<file path="config.mk">
export PLATFORM = sky130hd
export DESIGN_NAME = jtframe_sdram_bank_resp
export DESIGN_NICKNAME = d
export VERILOG_FILES = /design/src/rtl/jtframe_sdram_pkg.sv /design/src/rtl/jtframe_rr_arb4.sv /design/src/rtl/jtframe_sdram_bank_resp.sv
export SDC_FILE = /design/constraint.sdc
export NUM_CORES = 1
export LEC_CHECK = 0
export ABC_AREA = 0
export BUFFER_PORTS_ARGS = -buffer_cell sky130_fd_sc_hd__buf_2
export CAP_MARGIN = 15
export CORE_MARGIN = 3
export CORE_UTILIZATION = 40
export DETAILED_ROUTE_END_ITERATION = 8
export PLACE_DENSITY = 0.68
export SETUP_SLACK_MARGIN = 0.5
export SLEW_MARGIN = 20
export SYNTH_ARGS = -nofsm -noshare
export SYNTH_HDL_FRONTEND = slang
export SYNTH_SLANG_ARGS = --single-unit
</file>
<file path="constraint.sdc">
create_clock -name clk -period 5.9 [get_ports clk]
set_clock_uncertainty 0.2 [all_clocks]
set_input_delay 0.59 -clock clk [delete_from_list [all_inputs] [get_ports clk]]
set_output_delay 0.59 -clock clk [all_outputs]
set_load 0.03 [all_outputs]
</file>
<file path="src/rtl/jtframe_sdram_pkg.sv">
// Shared types and helpers for the SDRAM bank responder and its arbiter.
package jtframe_sdram_pkg;

    localparam int   NBANK     = 4;
    localparam logic MASK_KEEP = 1'b1;   // mask bit high means the byte is taken from din

    typedef enum logic [1:0] {
        ST_IDLE,
        ST_WAIT,
        ST_BURST,
        ST_WRITE
    } state_t;

    // First requesting bank at or after ptr, wrapping 3->0.
    function automatic logic [1:0] rr_next(input logic [NBANK-1:0] req, input logic [1:0] ptr);
        logic [1:0] idx;
        rr_next = ptr;
        for (int i = NBANK - 1; i >= 0; i--) begin
            idx = ptr + 2'(i);
            if (req[idx]) rr_next = idx;
        end
    endfunction

endpackage

</file>
<file path="src/rtl/jtframe_rr_arb4.sv">
// Four-way round-robin arbiter with a registered one-hot grant pulse.
module jtframe_rr_arb4 import jtframe_sdram_pkg::*; (
    input  logic             clk,
    input  logic             rst,
    input  logic [NBANK-1:0] req,
    input  logic             en,
    output logic [NBANK-1:0] gnt,
    output logic [1:0]       sel,
    output logic             take
);

    logic [1:0] ptr;

    assign sel  = rr_next(req, ptr);
    assign take = en & (|req);

    always_ff @(posedge clk) begin
        if (rst) begin
            ptr <= 2'd0;
            gnt <= '0;
        end else begin
            gnt <= '0;
            if (take) begin
                gnt[sel] <= 1'b1;
                ptr      <= sel + 2'd1;
            end
        end
    end

endmodule

</file>
<file path="src/rtl/jtframe_sdram_bank_resp.sv">
// SDRAM-side responder for the 4-bank request/ack interface, backed by a
// synchronous memory port with fixed read latency and burst length.
module jtframe_sdram_bank_resp import jtframe_sdram_pkg::*; #(
    parameter int AW      = 22,
    parameter int DW      = 16,
    parameter int LATENCY = 3,
    parameter int BURST   = 2
) (
    input  logic             clk,
    input  logic             rst,
    input  logic [AW-1:0]    ba0_addr,
    input  logic [AW-1:0]    ba1_addr,
    input  logic [AW-1:0]    ba2_addr,
    input  logic [AW-1:0]    ba3_addr,
    input  logic [3:0]       ba_rd,
    input  logic             ba_wr,
    input  logic [DW-1:0]    ba0_din,
    input  logic [1:0]       ba0_din_m,
    input  logic             hold,
    output logic [3:0]       ba_ack,
    output logic [3:0]       ba_dst,
    output logic [3:0]       ba_dok,
    output logic [3:0]       ba_rdy,
    output logic [DW-1:0]    data_read,
    output logic [AW+1:0]    mem_addr,
    output logic             mem_rd,
    output logic             mem_wr,
    output logic [DW-1:0]    mem_din,
    output logic [1:0]       mem_mask,
    input  logic [DW-1:0]    mem_dout
);

    localparam logic [3:0] LAT_LAST  = 4'(LATENCY - 2);
    localparam logic [1:0] WORD_LAST = 2'(BURST - 1);

    state_t        state;
    logic [3:0]    cnt;
    logic [1:0]    wcnt;
    logic [1:0]    bank_q;
    logic [AW-1:0] addr_q;
    logic [AW-1:0] addr_sel;
    logic [AW-1:0] addr_nxt;
    logic [3:0]    gmask;
    logic [DW-1:0] data_q;
    logic [1:0]    sel;
    logic          take;

    jtframe_rr_arb4 u_arb (
        .clk  (clk),
        .rst  (rst),
        .req  (ba_rd),
        .en   (~hold & (state == ST_IDLE)),
        .gnt  (ba_ack),
        .sel  (sel),
        .take (take)
    );

    always_comb begin
        addr_sel = ba0_addr;
        case (sel)
            2'd1:    addr_sel = ba1_addr;
            2'd2:    addr_sel = ba2_addr;
            2'd3:    addr_sel = ba3_addr;
            default: addr_sel = ba0_addr;
        endcase
    end

    // Burst offset wraps inside the bank; truncation to AW keeps the bank bits clean.
    assign addr_nxt = addr_q + AW'(wcnt) + AW'(1);
    assign gmask    = 4'b0001 << bank_q;

    // The word is driven straight from the memory port the cycle it becomes valid.
    assign data_read = (|ba_dok) ? mem_dout : data_q;

    always_ff @(posedge clk) begin
        if (rst)           data_q <= '0;
        else if (|ba_dok)  data_q <= mem_dout;
    end

    always_ff @(posedge clk) begin
        if (rst) begin
            state    <= ST_IDLE;
            cnt      <= 4'd0;
            wcnt     <= 2'd0;
            bank_q   <= 2'd0;
            addr_q   <= '0;
            ba_dst   <= 4'd0;
            ba_dok   <= 4'd0;
            ba_rdy   <= 4'd0;
            mem_addr <= '0;
            mem_rd   <= 1'b0;
            mem_wr   <= 1'b0;
            mem_din  <= '0;
            mem_mask <= 2'b00;
        end else begin
            case (state)
                ST_IDLE: if (take) begin
                    bank_q <= sel;
                    cnt    <= 4'd0;
                    wcnt   <= 2'd0;
                    if (sel == 2'd0 && ba_wr) begin
                        state    <= ST_WRITE;
                        mem_wr   <= 1'b1;
                        mem_addr <= {2'd0, ba0_addr};
                        mem_din  <= ba0_din;
                        mem_mask <= MASK_KEEP ? ba0_din_m : ~ba0_din_m;
                    end else begin
                        state  <= ST_WAIT;
                        addr_q <= addr_sel;
                    end
                end
                ST_WAIT: begin
                    cnt <= cnt + 4'd1;
                    if (cnt == LAT_LAST) begin
                        state    <= ST_BURST;
                        mem_rd   <= 1'b1;
                        mem_addr <= {bank_q, addr_q};
                    end
                end
                // mem_rd low in BURST marks the cycle carrying the last word and rdy.
                ST_BURST: if (mem_rd) begin
                    ba_dok <= gmask;
                    ba_dst <= (wcnt == 2'd0)      ? gmask : 4'd0;
                    ba_rdy <= (wcnt == WORD_LAST) ? gmask : 4'd0;
                    if (wcnt == WORD_LAST) begin
                        mem_rd <= 1'b0;
                    end else begin
                        wcnt     <= wcnt + 2'd1;
                        mem_addr <= {bank_q, addr_nxt};
                    end
                end else begin
                    ba_dok <= 4'd0;
                    ba_dst <= 4'd0;
                    ba_rdy <= 4'd0;
                    state  <= ST_IDLE;
                end
                ST_WRITE: if (mem_wr) begin
                    mem_wr <= 1'b0;
                    ba_rdy <= 4'b0001;
                end else begin
                    ba_rdy <= 4'd0;
                    state  <= ST_IDLE;
                end
                default: state <= ST_IDLE;
            endcase
        end
    end

endmodule

</file>
# ---- Yosys cells after proc, flatten, opt, wreduce, memory -nomap -nowiden
# Index checks and enable logic that the tools add are counted.
dict set report word_totals {
  input_bits 130
  out_inout_bits 76
  register_bits 110
}
dict set report classes {
  n_addsub 8
  reduce_logical 23
  shifts 1
  n_lt_le_gt_ge 6
  eq_ne 15
  bitwise 5
  n_mux 48
}
# operator n
set ops {}
lappend ops {{two-way mux 24 bit} 5}
lappend ops {{one-hot mux 24 bit (3 select lines)} 1}
lappend ops {{one-hot mux 22 bit (3 select lines)} 1}
lappend ops {{two-way mux 2 bit} 12}
lappend ops {{two-way mux 4 bit} 6}
lappend ops {{adder 22 x 1 -> 22 bit, second input constant} 1}
lappend ops {{adder 22 x 2 -> 22 bit} 1}
lappend ops {{two-way mux 16 bit} 1}
lappend ops {{one-hot mux 4 bit (2 select lines)} 2}
lappend ops {{less-than comparator 2 x 3 -> 1 bit, second input constant} 5}
lappend ops {{inequality test 2 bit, second input constant} 6}
lappend ops {{two-way mux 1 bit} 11}
lappend ops {{nonzero test 2 bit} 5}
lappend ops {{AND reduction 3 bit} 3}
lappend ops {{binary-select mux 1 bit (select 2 bit)} 4}
lappend ops {{equality test 2 bit, second input constant} 4}
lappend ops {{one-hot mux 2 bit (4 select lines)} 1}
lappend ops {{AND reduction 4 bit} 2}
lappend ops {{OR reduction 4 bit} 2}
lappend ops {{adder 2 x 1 -> 2 bit, second input constant} 3}
lappend ops {{equality test 2 x 1 -> 1 bit, second input constant} 3}
lappend ops {{zero test 2 bit} 3}
lappend ops {{AND reduction 2 bit} 3}
lappend ops {{AND reduction 6 bit} 1}
lappend ops {{14 further kinds} 20}

# ---- Longest topological paths before layout
# Gate-level depths: netlist of run 1.
dict set report logic_depth {
  word_depth 12
  ltp_mapped 13
  depth_no_buf 11
}

# ---- Hierarchy
# A second synthesis of run 1 with hierarchy kept.
dict set report unflattened {
  hier_cells 654
  hier_area_um2 5706.7
}
# module cells_each instances area_per_inst_um2
set by_module_without_submodules {}
lappend by_module_without_submodules {jtframe_sdram_bank_resp 619 1 5381.4}
lappend by_module_without_submodules {jtframe_rr_arb4 35 1 325.3}

# ---- Worst setup path after synthesis of run 1
# Ideal clock, no wire load.
dict set report synth_timing {
  path_kind {input to register}
  start {in ba_rd[2]}
  end {reg mem_addr[21]}
  t_required_ns 5.584
  setup_time_ns 0.116
  arrival_ns 2.793
  n_path_buf 2
  cell_stages 11
  path_slack_ns 2.790
  cell_sequence {nor2b_1 > a221o_1 > o22a_1 > inv_1 > ha_1 > and2_1 > a31oi_4 > or4_4 > buf_6 > buf_2 > a31o_2}
}
dict set report synth_via {
  elab_chain_len 10
}
# element line_no
set synth_rtl {}
lappend synth_rtl {{start: declaration} jtframe_sdram_bank_resp.sv:15} ;# input logic [3:0] ba_rd,
lappend synth_rtl {{binary-select mux 1 bit (select 2 bit)} jtframe_sdram_pkg.sv:20} ;# if (req[idx]) rr_next = idx;
lappend synth_rtl {{two-way mux 1 bit (implied by the code)} jtframe_sdram_pkg.sv:20}
lappend synth_rtl {{two-way mux 2 bit (3 in a row)} jtframe_sdram_pkg.sv:20}
lappend synth_rtl {{two-way mux 2 bit (*)} jtframe_sdram_pkg.sv:20}
lappend synth_rtl {{via sel[1]} jtframe_sdram_bank_resp.sv:45} ;# logic [1:0] sel;
lappend synth_rtl {{zero test 2 bit (*)} jtframe_sdram_bank_resp.sv:101} ;# if (sel == 2'd0 && ba_wr) begin
lappend synth_rtl {{logical AND 1 bit (*)} jtframe_sdram_bank_resp.sv:101}
lappend synth_rtl {{inequality test 2 x 1 -> 1 bit (no line) (*)} n/a}
lappend synth_rtl {{AND reduction 6 bit (no line) (*)} n/a}
lappend synth_rtl {{end signal: assignment} jtframe_sdram_bank_resp.sv:104} ;# mem_addr <= {2'd0, ba0_addr};
lappend synth_rtl {{end signal: assignment} jtframe_sdram_bank_resp.sv:117} ;# mem_addr <= {bank_q, addr_q};
lappend synth_rtl {{end signal: assignment} jtframe_sdram_bank_resp.sv:129} ;# mem_addr <= {bank_q, addr_nxt};
lappend synth_rtl {{end: declaration} jtframe_sdram_bank_resp.sv:25} ;# output logic [AW+1:0] mem_addr,
# Mark *: on every way through the listed nets, which the timed path passes. The rest lies on a longest branch. The select of a mux whose other input is x is not followed.
# A chain may end at the register's enable or synchronous reset.

# ---- Final worst setup path of run 1
dict set report layout_timing {
  start {reg u_arb.ptr[1]}
  end {reg mem_addr[3]}
}
dict set report layout_via {
  elab_chain_len 11
}
# element line_no
set layout_rtl {}
lappend layout_rtl {{start: declaration} jtframe_rr_arb4.sv:12} ;# logic [1:0] ptr;
lappend layout_rtl {{start signal: assignment} jtframe_rr_arb4.sv:25} ;# ptr <= sel + 2'd1;
lappend layout_rtl {{adder 2 bit} jtframe_sdram_pkg.sv:19} ;# idx = ptr + 2'(i);
lappend layout_rtl {{binary-select mux 1 bit (select 2 bit)} jtframe_sdram_pkg.sv:20}
lappend layout_rtl {{two-way mux 1 bit (implied by the code)} jtframe_sdram_pkg.sv:20}
lappend layout_rtl {{two-way mux 2 bit (3 in a row)} jtframe_sdram_pkg.sv:20}
lappend layout_rtl {{two-way mux 2 bit (*)} jtframe_sdram_pkg.sv:20}
lappend layout_rtl {{via sel[1]} jtframe_sdram_bank_resp.sv:45}
lappend layout_rtl {{zero test 2 bit (*)} jtframe_sdram_bank_resp.sv:101}
lappend layout_rtl {{logical AND 1 bit (*)} jtframe_sdram_bank_resp.sv:101}
lappend layout_rtl {{inequality test 2 x 1 -> 1 bit (no line) (*)} n/a}
lappend layout_rtl {{AND reduction 6 bit (no line) (*)} n/a}
# Marks and branches as above.

==> flow_metrics.py, run 1 <==
metrics = {
    "clock_network": {
        "cts_setup_buffers": 0,
        "clk-insertion-delay-late_ns": 0.36,
        "ctsHoldBuffers": 0,
        "clock-sinks": 110,
        "numCtsBuffers": 9,
        "ctsResizeCount": 0,
        "clk_path_buf_depth": 2,
        "cts_tree": "done",
        "root_buffer": "clkbuf_16",
        "path_clk_slew_ns": 0.08,
        "htreeDepth": 3,
    },
    "synth": {
        "synth_seq_cells": 110,
        "synth_top_cell_by_area": "dfxtp_1",
        "ys_top_cells_by_count": "dfxtp_1 (110), nor2_1 (106), a21oi_1 (105), nand2_1 (89), clkbuf_1 (45)",
        "syn_avg_cell_area_sq_um": 8.04,
        "synth_nets": 862,
        "yosysSeqAreaShare_pct": 38.3,
        "synth_edf_count": 0,
        "ys_warn_count": 0,
        "yosysMostFrequentCell": "dfxtp_1",
        "synth.cell_area_sq_um": 5750,
        "synth_area_leaders": "dfxtp_1 (38%), a21oi_1 (9.1%), nor2_1 (6.9%)",
        "ys_async_sr_fraction_pct": 0,
        "synth_top_area_share_pct": 38.3,
        "postSynthCellCount": 715,
        "synth_flop_cell": "dfxtp_1",
        "ys_types": 60,
    },
    "timing": {
        "setup_tns_ns": 0,
        "min_period_ns": 3.35,
        "setup_viol": 0,
        "finalHoldViolCount": 0,
        "tightest_slew_ns": 0.984,
        "fmax_mhz": 299,
        "relSlewSlack_pct": 34.4,
        "finalCritPeriodShare_pct": 56.8,
        "rsz0062_at_grt": "false",
        "drv_slew": 0,
    },
    "floorplan": {
        "die_h_um": 126,
        "die_w_um": 126,
        "dieArea_sq_um": 15900,
        "core_area_sq_um": 14000,
        "start_util_pct": 41.1,
        "ios": 206,
        "num_rows": 43,
    },
    "routing": {
        "routed_wl_um": 17200,
        "route.detailed.drc": 0,
        "antenna_left": 0,
        "viasPerCell": 5.45,
        "vias": 5832,
        "first_iter_violations": 428,
        "dr.pass1.iters": 5,
        "routedWlPerCell_um": 16.1,
    },
    "hold_path": {
        "hold_path.class": "reg2reg",
        "hold_depth": 2,
        "worstHoldStart": "mem_addr[5]",
    },
    "setup_path": {
        "endpoint_kind": "register",
        "worst-setup-path-type": "reg2reg",
        "worst-path-max-fanout": 15,
        "critPathLaunch": "u_arb.ptr[1]",
        "cp-start-kind": "register",
        "crit_arrival_ns": 3.43,
        "r2r-start": "u_arb.ptr[1]",
        "rr_worst_depth": 11,
        "worstPathRequired_ns": 5.98,
    },
    "finish": {
        "multi_input_area_sq_um": 3260,
        "regArea_sq_um": 2200,
        "fin_util_pct": 51.2,
        "nFillCells": 1378,
        "drive_above_1_share_pct": 29.7,
        "nets": 1033,
        "num_antenna_cells": 0,
        "area.growth.synth_to_final_pct": 24.6,
        "design_area_sq_um": 7160,
    },
    "pwr": {
        "ir_worst_vdd_uv": 239,
        "powerDensity_nw_per_um2": 431,
        "total_power_mw": 3.09,
        "leakagePower_nw": 3.12,
    },
    "placed_design": {
        "gp_congestion": 0.812,
        "numPortBuffers": 205,
        "dp_hpwl_um": 12300,
        "place_area_sq_um": 6850,
    },
    "global_routing": {
        "overflow": 0,
        "grt_usage_pct": 21.1,
        "grt_max_degree": 90,
        "grt_pass1_vias": 5487,
        "grt_pass1_wl_um": 27500,
        "antenna_found_initial": 0,
    },
    "status": {
        "outcome": "complete, no violations",
    },
    "run": {
        "maxCapViolCount": 0,
    },
}
worst paths after layout:
kind	to	slack, ns
hold reg to reg	mem_addr[5]	0.25
hold / removal	mem_addr[5]	0.25
setup / recovery	mem_addr[3]	2.55
setup reg to reg	mem_addr[3]	2.55
through the flow:
step | worst slack, ns | cells | hold slack (ns)
CTS | 2.55 | 1071 | 0.249
detailed placement | 2.13 | 1055 | 0.245
global placement | 2.25 | 1055 | 0.240
finish | 2.55 | 1071 | 0.252
global route | 2.23 | 1071 | 0.250
floorplan | 2.79 | 715 | 0.249
final cells by class:
cell class / instances / share of cell area [%]
Timing Repair Buffer: 214 / 15.3
Clock inverter: 7 / 1.27
Tap cell: 180 / 3.14
Inverter: 19 / 0.995
Sequential cell: 110 / 30.7
Clock buffer: 9 / 3.14
Multi-Input combinational cell: 532 / 45.4
power by group:
part	internal (mW)	switching, mW	leakage (nW)
logic	0.477	0.968	2.07
clock network	0.339	0.304	0.151
registers	0.878	0.120	0.893
flip-flops by register name, summed over array words and instances (netlist names), 4 cells and up:
name	count
addr_q	22
ba_dok	4
ba_dst	4
ba_rdy	4
cnt	4
data_q	16
mem_addr	24
mem_din	16
u_arb.gnt	4
cell usage in the layout, fill, tap and decap left out, types with 4 or more instances in the layout:
master and n:
buf_2 205, dfxtp_1 110, nor2_1 106, a21oi_1 105, nand2_1 89, a222oi_1 23, inv_1 18, and2_1 18
o21ai_0 17, mux2_2 17, ha_1 16, nand3_1 14, a22oi_1 9, clkbuf_16 9, buf_4 9, and3_1 8
xnor2_1 7, nor2b_1 6, nor3_1 6, a31oi_1 6, o211ai_1 6, a221o_1 5, o2111ai_1 5, a221oi_1 5
o221ai_1 4, mux2i_1 4, xor2_1 4
worst max-delay path, cell delays in order (launching register included):
cell and delay [ns]:
dfxtp_1 0.42, nor2_1 0.08, a221o_1 0.29, o22a_1 0.24, inv_1 0.12, ha_1 0.20
and2_1 0.23, a31oi_4 0.13, nor4_4 0.83, o21ai_0 0.22, a21o_1 0.20, a21oi_1 0.10
logic make-up (layout without fill, tap and decap cells):
family / after synthesis / after routing / share of synthesized area (%)
buf+inv: 73 / 249 / 5.24
xor+xnor: 11 / 11 / 1.68
mux: 21 / 21 / 4.03
fa+ha+maj: 17 / 17 / 3.83
compound gates: 214 / 214 / 25.6
simple gates: 269 / 269 / 21.3
flops: 110 / 110 / 38.3
per-layer routing:
| metal | global-route usage (%) | wire (um) | up-vias | part of all wire, % |
|---|---|---|---|---|
| li1 | - | - | 2905 | - |
| met1 | 26.4 | 7470 | 2718 | 43 |
| met2 | 36.5 | 8470 | 191 | 49 |
| met3 | 4.92 | 994 | 18 | 5.8 |
| met4 | 5.68 | 259 | 0 | 1.5 |
| met5 | 0 | 0 | - | 0 |
No activity file was read; power rests on OpenSTA's default activity.
==> run 2, diff against run 1 <==
--- a/config.mk
+++ b/config.mk
@@ -5,13 +5,13 @@
 export SDC_FILE = /design/constraint.sdc
 export NUM_CORES = 1
 export LEC_CHECK = 0
-export ABC_AREA = 0
+export ABC_AREA = 1
 export BUFFER_PORTS_ARGS = -buffer_cell sky130_fd_sc_hd__buf_2
 export CAP_MARGIN = 15
 export CORE_MARGIN = 3
 export CORE_UTILIZATION = 40
 export DETAILED_ROUTE_END_ITERATION = 8
-export PLACE_DENSITY = 0.68
+export PLACE_DENSITY = 0.7
 export SETUP_SLACK_MARGIN = 0.5
 export SLEW_MARGIN = 20
 export SYNTH_ARGS = -nofsm -noshare
==> constraint.sdc (replaced) <==
create_clock -name clk -period 3 [get_ports clk]
set_clock_uncertainty 0.2 [all_clocks]
set_input_delay 0.3 -clock clk [delete_from_list [all_inputs] [get_ports clk]]
set_output_delay 0.3 -clock clk [all_outputs]
set_load 0.03 [all_outputs]
==> run 2 against run 1 <==
  * Sequential share of layout area down 5.6 points
  * Fmax is 30% higher
  * Die area is 4.9% higher
  * Cell area grew 22%
  * Sequential power up 130%
  * Utilization rose by 8.7 points
  * First-iteration DRC count rose by 29%
  * Combinational power rose to 5.6 times the previous value
  * Critical path type unchanged
  * Critical endpoint is now mem_addr[9]
==> flow_metrics.py, run 2 <==
metrics = {
    "status": {
        "outcome": "complete, no violations",
    },
    "setup_path": {
        "crit_path_frequent_cell": "nand2_2",
        "crit_slowest_cell": "dfxtp_4",
        "rrSetupSlack_ns": 0.43,
        "worst-path-max-fanout": 7,
        "worstPathRequired_ns": 3.04,
        "crit_arrival_ns": 2.61,
        "endpoint_kind": "register",
        "crit_buf_inv": 4,
        "cp-start-kind": "register",
        "cp_cell_sequence": "buf_8 > nand2_2 > nand2_2 > nand2_2 > nand2_1 > nand2_1 > nand2_2 > nand2_1 > nand2_1 > nand2_2 > inv_4 > ha_4 > nand2_2 > inv_2 > nand3_4 > nand2_4 > nand2_8 > buf_12 > a21oi_2 > a21oi_2",
        "slowest_delay_ns": 0.39,
        "crit_family": "simple AND/OR/NAND/NOR gates",
        "worst-setup-path-type": "reg2reg",
    },
    "clock_network": {
        "clock-sinks": 110,
        "clk_path_buf_depth": 2,
        "cts_tree": "done",
        "clk-insertion-delay-late_ns": 0.35,
        "root_buffer": "clkbuf_16",
        "numCtsBuffers": 9,
        "path_clk_slew_ns": 0.08,
        "htreeDepth": 3,
    },
    "pwr": {
        "powerDensity_nw_per_um2": 1330,
        "ir_worst_vdd_uv": 613,
        "total_power_mw": 11.6,
        "leakagePower_nw": 4.05,
    },
    "finish": {
        "nets": 1314,
        "layout_common_cells": "nand2_1 (234), buf_2 (205), dfxtp_1 (108)",
        "regArea_sq_um": 2210,
        "stdcell_count": 1356,
        "largest_reg_flops": 24,
        "num_antenna_cells": 0,
        "design_area_sq_um": 8770,
        "area.growth.synth_to_final_pct": 45.1,
        "drive_above_1_share_pct": 34.0,
        "multi_input_area_sq_um": 3660,
        "largest-register": "mem_addr",
        "reg_top3": "mem_addr: 24 flops, addr_q: 22 flops",
        "nFillCells": 1369,
        "mostFrequentLayoutCell": "nand2_1",
    },
    "timing": {
        "relSlewSlack_pct": 43.2,
        "setup_tns_ns": 0,
        "tightest_slew_ns": 0.852,
        "rsz0062_at_grt": "true",
        "whs_ns": 0.0356,
        "setup_viol": 0,
        "finalHoldViolCount": 0,
        "min_period_ns": 2.57,
        "finalCritPeriodShare_pct": 85.6,
        "fmax_mhz": 389,
        "drv_slew": 0,
    },
    "floorplan": {
        "dieArea_sq_um": 16600,
        "core_area_sq_um": 14600,
        "die_h_um": 129,
        "ios": 206,
        "start_util_pct": 41.3,
        "num_rows": 44,
        "die_w_um": 129,
    },
    "synth": {
        "synth_seq_cells": 110,
        "synth_edf_count": 0,
        "yosysMostFrequentCell": "nand2_1",
        "syn_avg_cell_area_sq_um": 6.54,
        "synth_flop_cell": "dfxtp_1",
        "ys_warn_count": 0,
        "synth_top_area_share_pct": 36.4,
        "synth_top_cell_by_area": "dfxtp_1",
        "postSynthCellCount": 925,
        "ys_async_sr_fraction_pct": 0,
        "ys_types": 37,
        "synth_area_leaders": "dfxtp_1 (36%), nand2_1 (16%), a21oi_1 (9.4%)",
        "synth_nets": 1072,
        "yosysSeqAreaShare_pct": 36.4,
        "synth.cell_area_sq_um": 6050,
        "ys_top_cells_by_count": "nand2_1 (250), a21oi_1 (113), dfxtp_1 (110), inv_1 (89), o21ai_0 (85)",
    },
    "global_routing": {
        "overflow": 0,
        "grt_usage_pct": 22.9,
        "antenna_found_initial": 0,
        "grt_pass1_wl_um": 31100,
        "grt_max_degree": 78,
        "grt_pass1_vias": 6484,
    },
    "placed_design": {
        "gp_congestion": 0.856,
        "numPortBuffers": 205,
        "dp_hpwl_um": 13100,
        "place_area_sq_um": 7200,
        "placed_cells": 1283,
    },
    "routing": {
        "antenna_left": 0,
        "dr.pass1.iters": 5,
        "routed_wl_um": 20400,
        "first_iter_violations": 552,
        "viasPerCell": 5.16,
        "route.detailed.drc": 0,
        "routedWlPerCell_um": 15.1,
        "vias": 7000,
    },
    "hold_path": {
        "hold_path.class": "in2reg",
    },
    "run": {
        "maxCapViolCount": 0,
    },
}
==> run 2: cell count changes in the layout (fill, tap and decap cells not counted), sizes merged, moves of 23 or more <==
cell    before  now
nand2       89  254
o21ai       20  108
inv         20   96
nand3       14   60
buf        214  257
a222oi      23    0
==> run 2: worst reg2reg max path: stages, from the launching register on <==
cell	delay (ns)
dfxtp_4	0.39
buf_8	0.14
nand2_2	0.05
nand2_2	0.07
nand2_2	0.07
nand2_1	0.06
nand2_1	0.06
nand2_2	0.08
nand2_1	0.05
nand2_1	0.08
nand2_2	0.08
inv_4	0.08
ha_4	0.13
nand2_2	0.05
inv_2	0.08
nand3_4	0.09
nand2_4	0.11
nand2_8	0.16
buf_12	0.23
a21oi_2	0.13
a21oi_2	0.07
==> run 2: through the flow <==
step	utilization, %	setup slack, ns
6_report	59.9	0.431
5_1_grt	59.9	0.273
4_1_cts	55.9	0.479
3_5_place_dp	49.2	0.116
3_3_place_gp	49.2	0.197
2_1_floorplan	-	0.510
==> run 2: cell type report <==
class	instances	area share, %
Timing Repair Buffer	277	21.5
Timing Repair inverter	3	0.442
Sequential cell	110	25.2
Inverter	94	4.77
Clock buffer	11	2.88
Multi-Input combinational cell	672	41.7
Tap cell	184	2.63
Clock inverter	5	0.870
==> run 2: cell families after synthesis <==
| logic type | Yosys count | synth area share, % |
|---|---|---|
| and+or+nand+nor | 419 | 28.6 |
| AOI/OAI and AO/OA | 236 | 21.4 |
| buffers and inverters | 143 | 9.91 |
| DFF | 110 | 36.4 |
| adders and majority gates | 17 | 3.64 |
==> run 2: worst paths after layout <==
check | start | end | cells after the start
setup / recovery | u_arb.ptr[0] | mem_addr[9] | 20
hold reg to reg | ba_dst[3] | ba_dst[3] | 2
hold / removal | ba0_addr[7] | mem_addr[7] | 3
setup reg to reg | u_arb.ptr[0] | mem_addr[9] | 20
==> run 2: what timing repair did <==
action                     in CTS  in global routing
buffers inserted               17                 12
hold endpoints to repair       18                  0
gates cloned                    5                  5
setup endpoints to repair      66                 69
hold buffers                   18                  0
gates resized for setup        62                133
pin swaps                       5                 31
==> run 2: per-layer routing <==
metal	wire, um	GRT usage [%]
met1	8490	27.5
met2	10300	40.6
met3	1170	5.02
met4	465	7.23
met5	0	0
==> run 2: power by group <==
part,internal [mW],leakage (nW),switching (mW)
clock,0.713,0.159,0.578
combinational,3.30,2.99,4.76
sequential,1.91,0.899,0.369
==> run 3, diff against run 2 <==
--- a/config.mk
+++ b/config.mk
@@ -8,12 +8,15 @@
 export ABC_AREA = 1
 export BUFFER_PORTS_ARGS = -buffer_cell sky130_fd_sc_hd__buf_2
 export CAP_MARGIN = 15
+export CELL_PAD_IN_SITES_DETAIL_PLACEMENT = 2
+export CELL_PAD_IN_SITES_GLOBAL_PLACEMENT = 2
 export CORE_MARGIN = 3
-export CORE_UTILIZATION = 40
+export CORE_UTILIZATION = 24
 export DETAILED_ROUTE_END_ITERATION = 8
-export PLACE_DENSITY = 0.7
+export PLACE_DENSITY = 0.78
 export SETUP_SLACK_MARGIN = 0.5
 export SLEW_MARGIN = 20
 export SYNTH_ARGS = -nofsm -noshare
 export SYNTH_HDL_FRONTEND = slang
+export SYNTH_HIERARCHICAL = 1
 export SYNTH_SLANG_ARGS = --single-unit
==> run 3 against run 2 <==
  * Cell count is 6.9% higher
  * Sequential share of layout area grew 0.59 points
  * Register-to-register slack worse by 0.03 ns
  * Highest routed layer is now met5
  * Critical path type unchanged
==> flow_metrics.py, run 3 <==
metrics = {
    "timing": {
        "relSlewSlack_pct": 53.3,
        "min_period_ns": 2.59,
        "drv_slew": 0,
        "rsz0062_at_grt": "true",
        "finalHoldViolCount": 0,
        "setup_viol": 0,
        "finalCritPeriodShare_pct": 86.5,
        "setup_tns_ns": 0,
        "tightest_slew_ns": 0.700,
        "fmax_mhz": 385,
    },
    "pwr": {
        "powerDensity_nw_per_um2": 1160,
        "switching_share_pct": 51.9,
        "ir_worst_vdd_uv": 384,
        "pwr-share-seq_pct": 22.7,
        "p_sw_mw": 5.16,
        "clockPowerShare_pct": 12.8,
        "p_int_mw": 4.79,
        "total_power_mw": 9.96,
        "comb_power_share_pct": 64.5,
        "leakagePower_nw": 3.95,
    },
    "setup_path": {
        "worstPathRequired_ns": 3.09,
        "critPathLaunch": "u_arb/ptr[0]",
        "cp-start-kind": "register",
        "endpoint_kind": "register",
        "worst-path-max-fanout": 7,
        "rr_worst_depth": 18,
        "crit_arrival_ns": 2.69,
        "worst-setup-path-type": "reg2reg",
        "r2r-start": "u_arb/ptr[0]",
        "cp-endpoint": "mem_addr[6]",
        "rrSetupSlack_ns": 0.41,
        "rr_endpoint": "mem_addr[6]",
    },
    "placed_design": {
        "place_area_sq_um": 7290,
        "numPortBuffers": 205,
        "gp_congestion": 0.813,
        "dp_hpwl_um": 18800,
    },
    "clock_network": {
        "path_clk_slew_ns": 0.09,
        "cts_tree": "done",
        "htreeDepth": 3,
        "clk_path_buf_depth": 2,
        "clk-insertion-delay-late_ns": 0.37,
        "root_buffer": "clkbuf_16",
        "numCtsBuffers": 9,
        "clock-sinks": 110,
    },
    "global_routing": {
        "grt_usage_pct": 18.4,
        "grt_max_degree": 53,
        "overflow": 0,
        "grt_pass1_vias": 7231,
        "antenna_found_initial": 2,
        "grt_pass1_wl_um": 38900,
    },
    "routing": {
        "dr.pass1.iters": 4,
        "route.detailed.drc": 0,
        "routed_wl_um": 27100,
        "routedWlPerCell_um": 18.7,
        "vias": 7036,
        "first_iter_violations": 209,
        "viasPerCell": 4.85,
        "antenna_left": 0,
    },
    "floorplan": {
        "core_area_sq_um": 24400,
        "ios": 206,
        "die_w_um": 164,
        "start_util_pct": 24.5,
        "die_h_um": 164,
        "num_rows": 57,
        "dieArea_sq_um": 26800,
    },
    "run": {
        "maxCapViolCount": 0,
    },
    "finish": {
        "mostFrequentLayoutCell": "buf_2",
        "nFillCells": 2949,
        "regArea_sq_um": 2210,
        "fin_util_pct": 35.2,
        "largest-register": "mem_addr",
        "layout_common_cells": "buf_2 (205), nand2_1 (180), dfxtp_1 (108)",
        "design_area_sq_um": 8580,
        "multi_input_area_sq_um": 3520,
        "area.growth.synth_to_final_pct": 43.5,
        "drive_above_1_share_pct": 34.3,
        "nets": 1262,
        "largest_reg_flops": 24,
        "reg_top3": "mem_addr: 24 flops, addr_q: 22 flops",
    },
    "synth": {
        "ys_top_cells_by_count": "nand2_1 (192), dfxtp_1 (110), inv_1 (97), a21oi_1 (90), nor2_1 (89)",
        "synth_flop_cell": "dfxtp_1",
        "postSynthCellCount": 887,
        "synth_nets": 1029,
        "synth_edf_count": 0,
        "yosysMostFrequentCell": "nand2_1",
        "syn_avg_cell_area_sq_um": 6.74,
        "synth.cell_area_sq_um": 5980,
        "ys_types": 42,
        "synth_seq_cells": 110,
        "synth_area_leaders": "dfxtp_1 (37%), nand2_1 (12%), a21oi_1 (7.5%)",
        "ys_warn_count": 6,
        "yosysSeqAreaShare_pct": 36.8,
        "ys_async_sr_fraction_pct": 0,
        "synth_top_cell_by_area": "dfxtp_1",
        "synth_top_area_share_pct": 36.8,
    },
    "status": {
        "outcome": "complete, no violations",
    },
    "hold_path": {
        "hold_path.class": "in2reg",
    },
}
==> run 3: changes by cell type in the layout (fill, tap and decap cells not counted), moves of 6 or more <==
| cell | previous run | this run |
|---|---|---|
| nand2_1 | 234 | 180 |
| a31oi_1 | 1 | 20 |
| a21oi_2 | 27 | 15 |
| o21ai_0 | 44 | 32 |
| inv_1 | 82 | 91 |
| o21ai_2 | 28 | 19 |
| a221oi_1 | 0 | 8 |
| a221oi_2 | 0 | 8 |
| buf_6 | 4 | 10 |
| dlygate4sd3_1 | 18 | 12 |
| inv_2 | 6 | 12 |
| nor2_1 | 79 | 85 |
==> run 3: kinds of logic (layout without fill, tap and decap cells) <==
kind of cell / after synthesis / count (layout) / synth area share (%)
AOI/OAI and AO/OA: 235 / 235 / 22.5
DFF: 110 / 110 / 36.8
and+or+nand+nor: 376 / 377 / 27.0
other: 0 / 1 / 0
buffers and inverters: 154 / 391 / 11.0
adders and majority gates: 12 / 12 / 2.64
==> run 3: timing repair <==
| item | 4_1_cts | 5_1_grt |
|---|---|---|
| gates resized for setup | 18 | 119 |
| hold buffers | 12 | 0 |
| pin swaps | 0 | 19 |
| setup endpoints to repair | 65 | 81 |
| hold endpoints to repair | 12 | 0 |
| gates cloned | 1 | 10 |
| setup buffers | 5 | 18 |
==> run 3: worst min path at each step <==
stage            startpoint           to  cells past startpoint
2_1_floorplan       wcnt[0]      wcnt[0]                      1
3_3_place_gp        wcnt[0]      wcnt[0]                      1
3_5_place_dp     mem_din[9]   mem_din[9]                      2
4_1_cts          ba0_din[4]   mem_din[4]                      3
5_1_grt        ba0_din_m[0]  mem_mask[0]                      3
6_report         ba0_din[3]   mem_din[3]                      3
==> run 3: area by class of cell <==
type	instances	share of cell area (%)
clock buffer	9	2.63
multi-input combinational	624	41.0
timing repair buffer	263	19.4
inverter	109	5.08
timing repair inverter	3	0.292
tap	324	4.73
antenna	1	0.0292
clock inverter	7	1.15
sequential	110	25.8
==> run 3: per-layer routing <==
metal  wire, um  vias up  GRT usage (%)
met4        436        4           5.42
met2      14500      162           35.4
met3       1140       28           3.15
met1      10900     3427           20.5
li1           -     3415              -
met5         23        -              0
==> run 3: metrics by stage <==
stage                     cells  worst slack (ns)  hold slack [ns]
after floorplan             887             0.769            0.231
after global placement     1387             0.297            0.246
after detailed placement   1387             0.199            0.257
after CTS                  1421             0.482          0.00228
after global routing       1449             0.218           0.0168
final                      1450             0.406           0.0139
==> run 3: worst max-delay path, stage by stage, from the launching register on <==
cell and delay (ns):
dfxtp_4 0.42, buf_6 0.14, nand2_2 0.07, nand3_2 0.08, nand2_1 0.06, inv_1 0.07, nand2_2 0.07, nand2_4 0.09
nand2_4 0.05, nand2_4 0.08, nand2_4 0.08, nor2_4 0.11, inv_2 0.06, o21ai_4 0.21, nand3_4 0.21, buf_12 0.20
clkinv_8 0.07, o21ai_0 0.07, a21oi_1 0.17
==> run 3: power by group through the flow <==
stage	Combinational [mW]	Sequential [mW]	Clock, mW
after CTS	5.01	2.23	1.32
after floorplan	2.97	2.54	0
after global routing	6.98	2.32	1.38
final	6.42	2.26	1.28
after detailed placement	4.73	2.26	0
after global placement	4.60	2.24	0
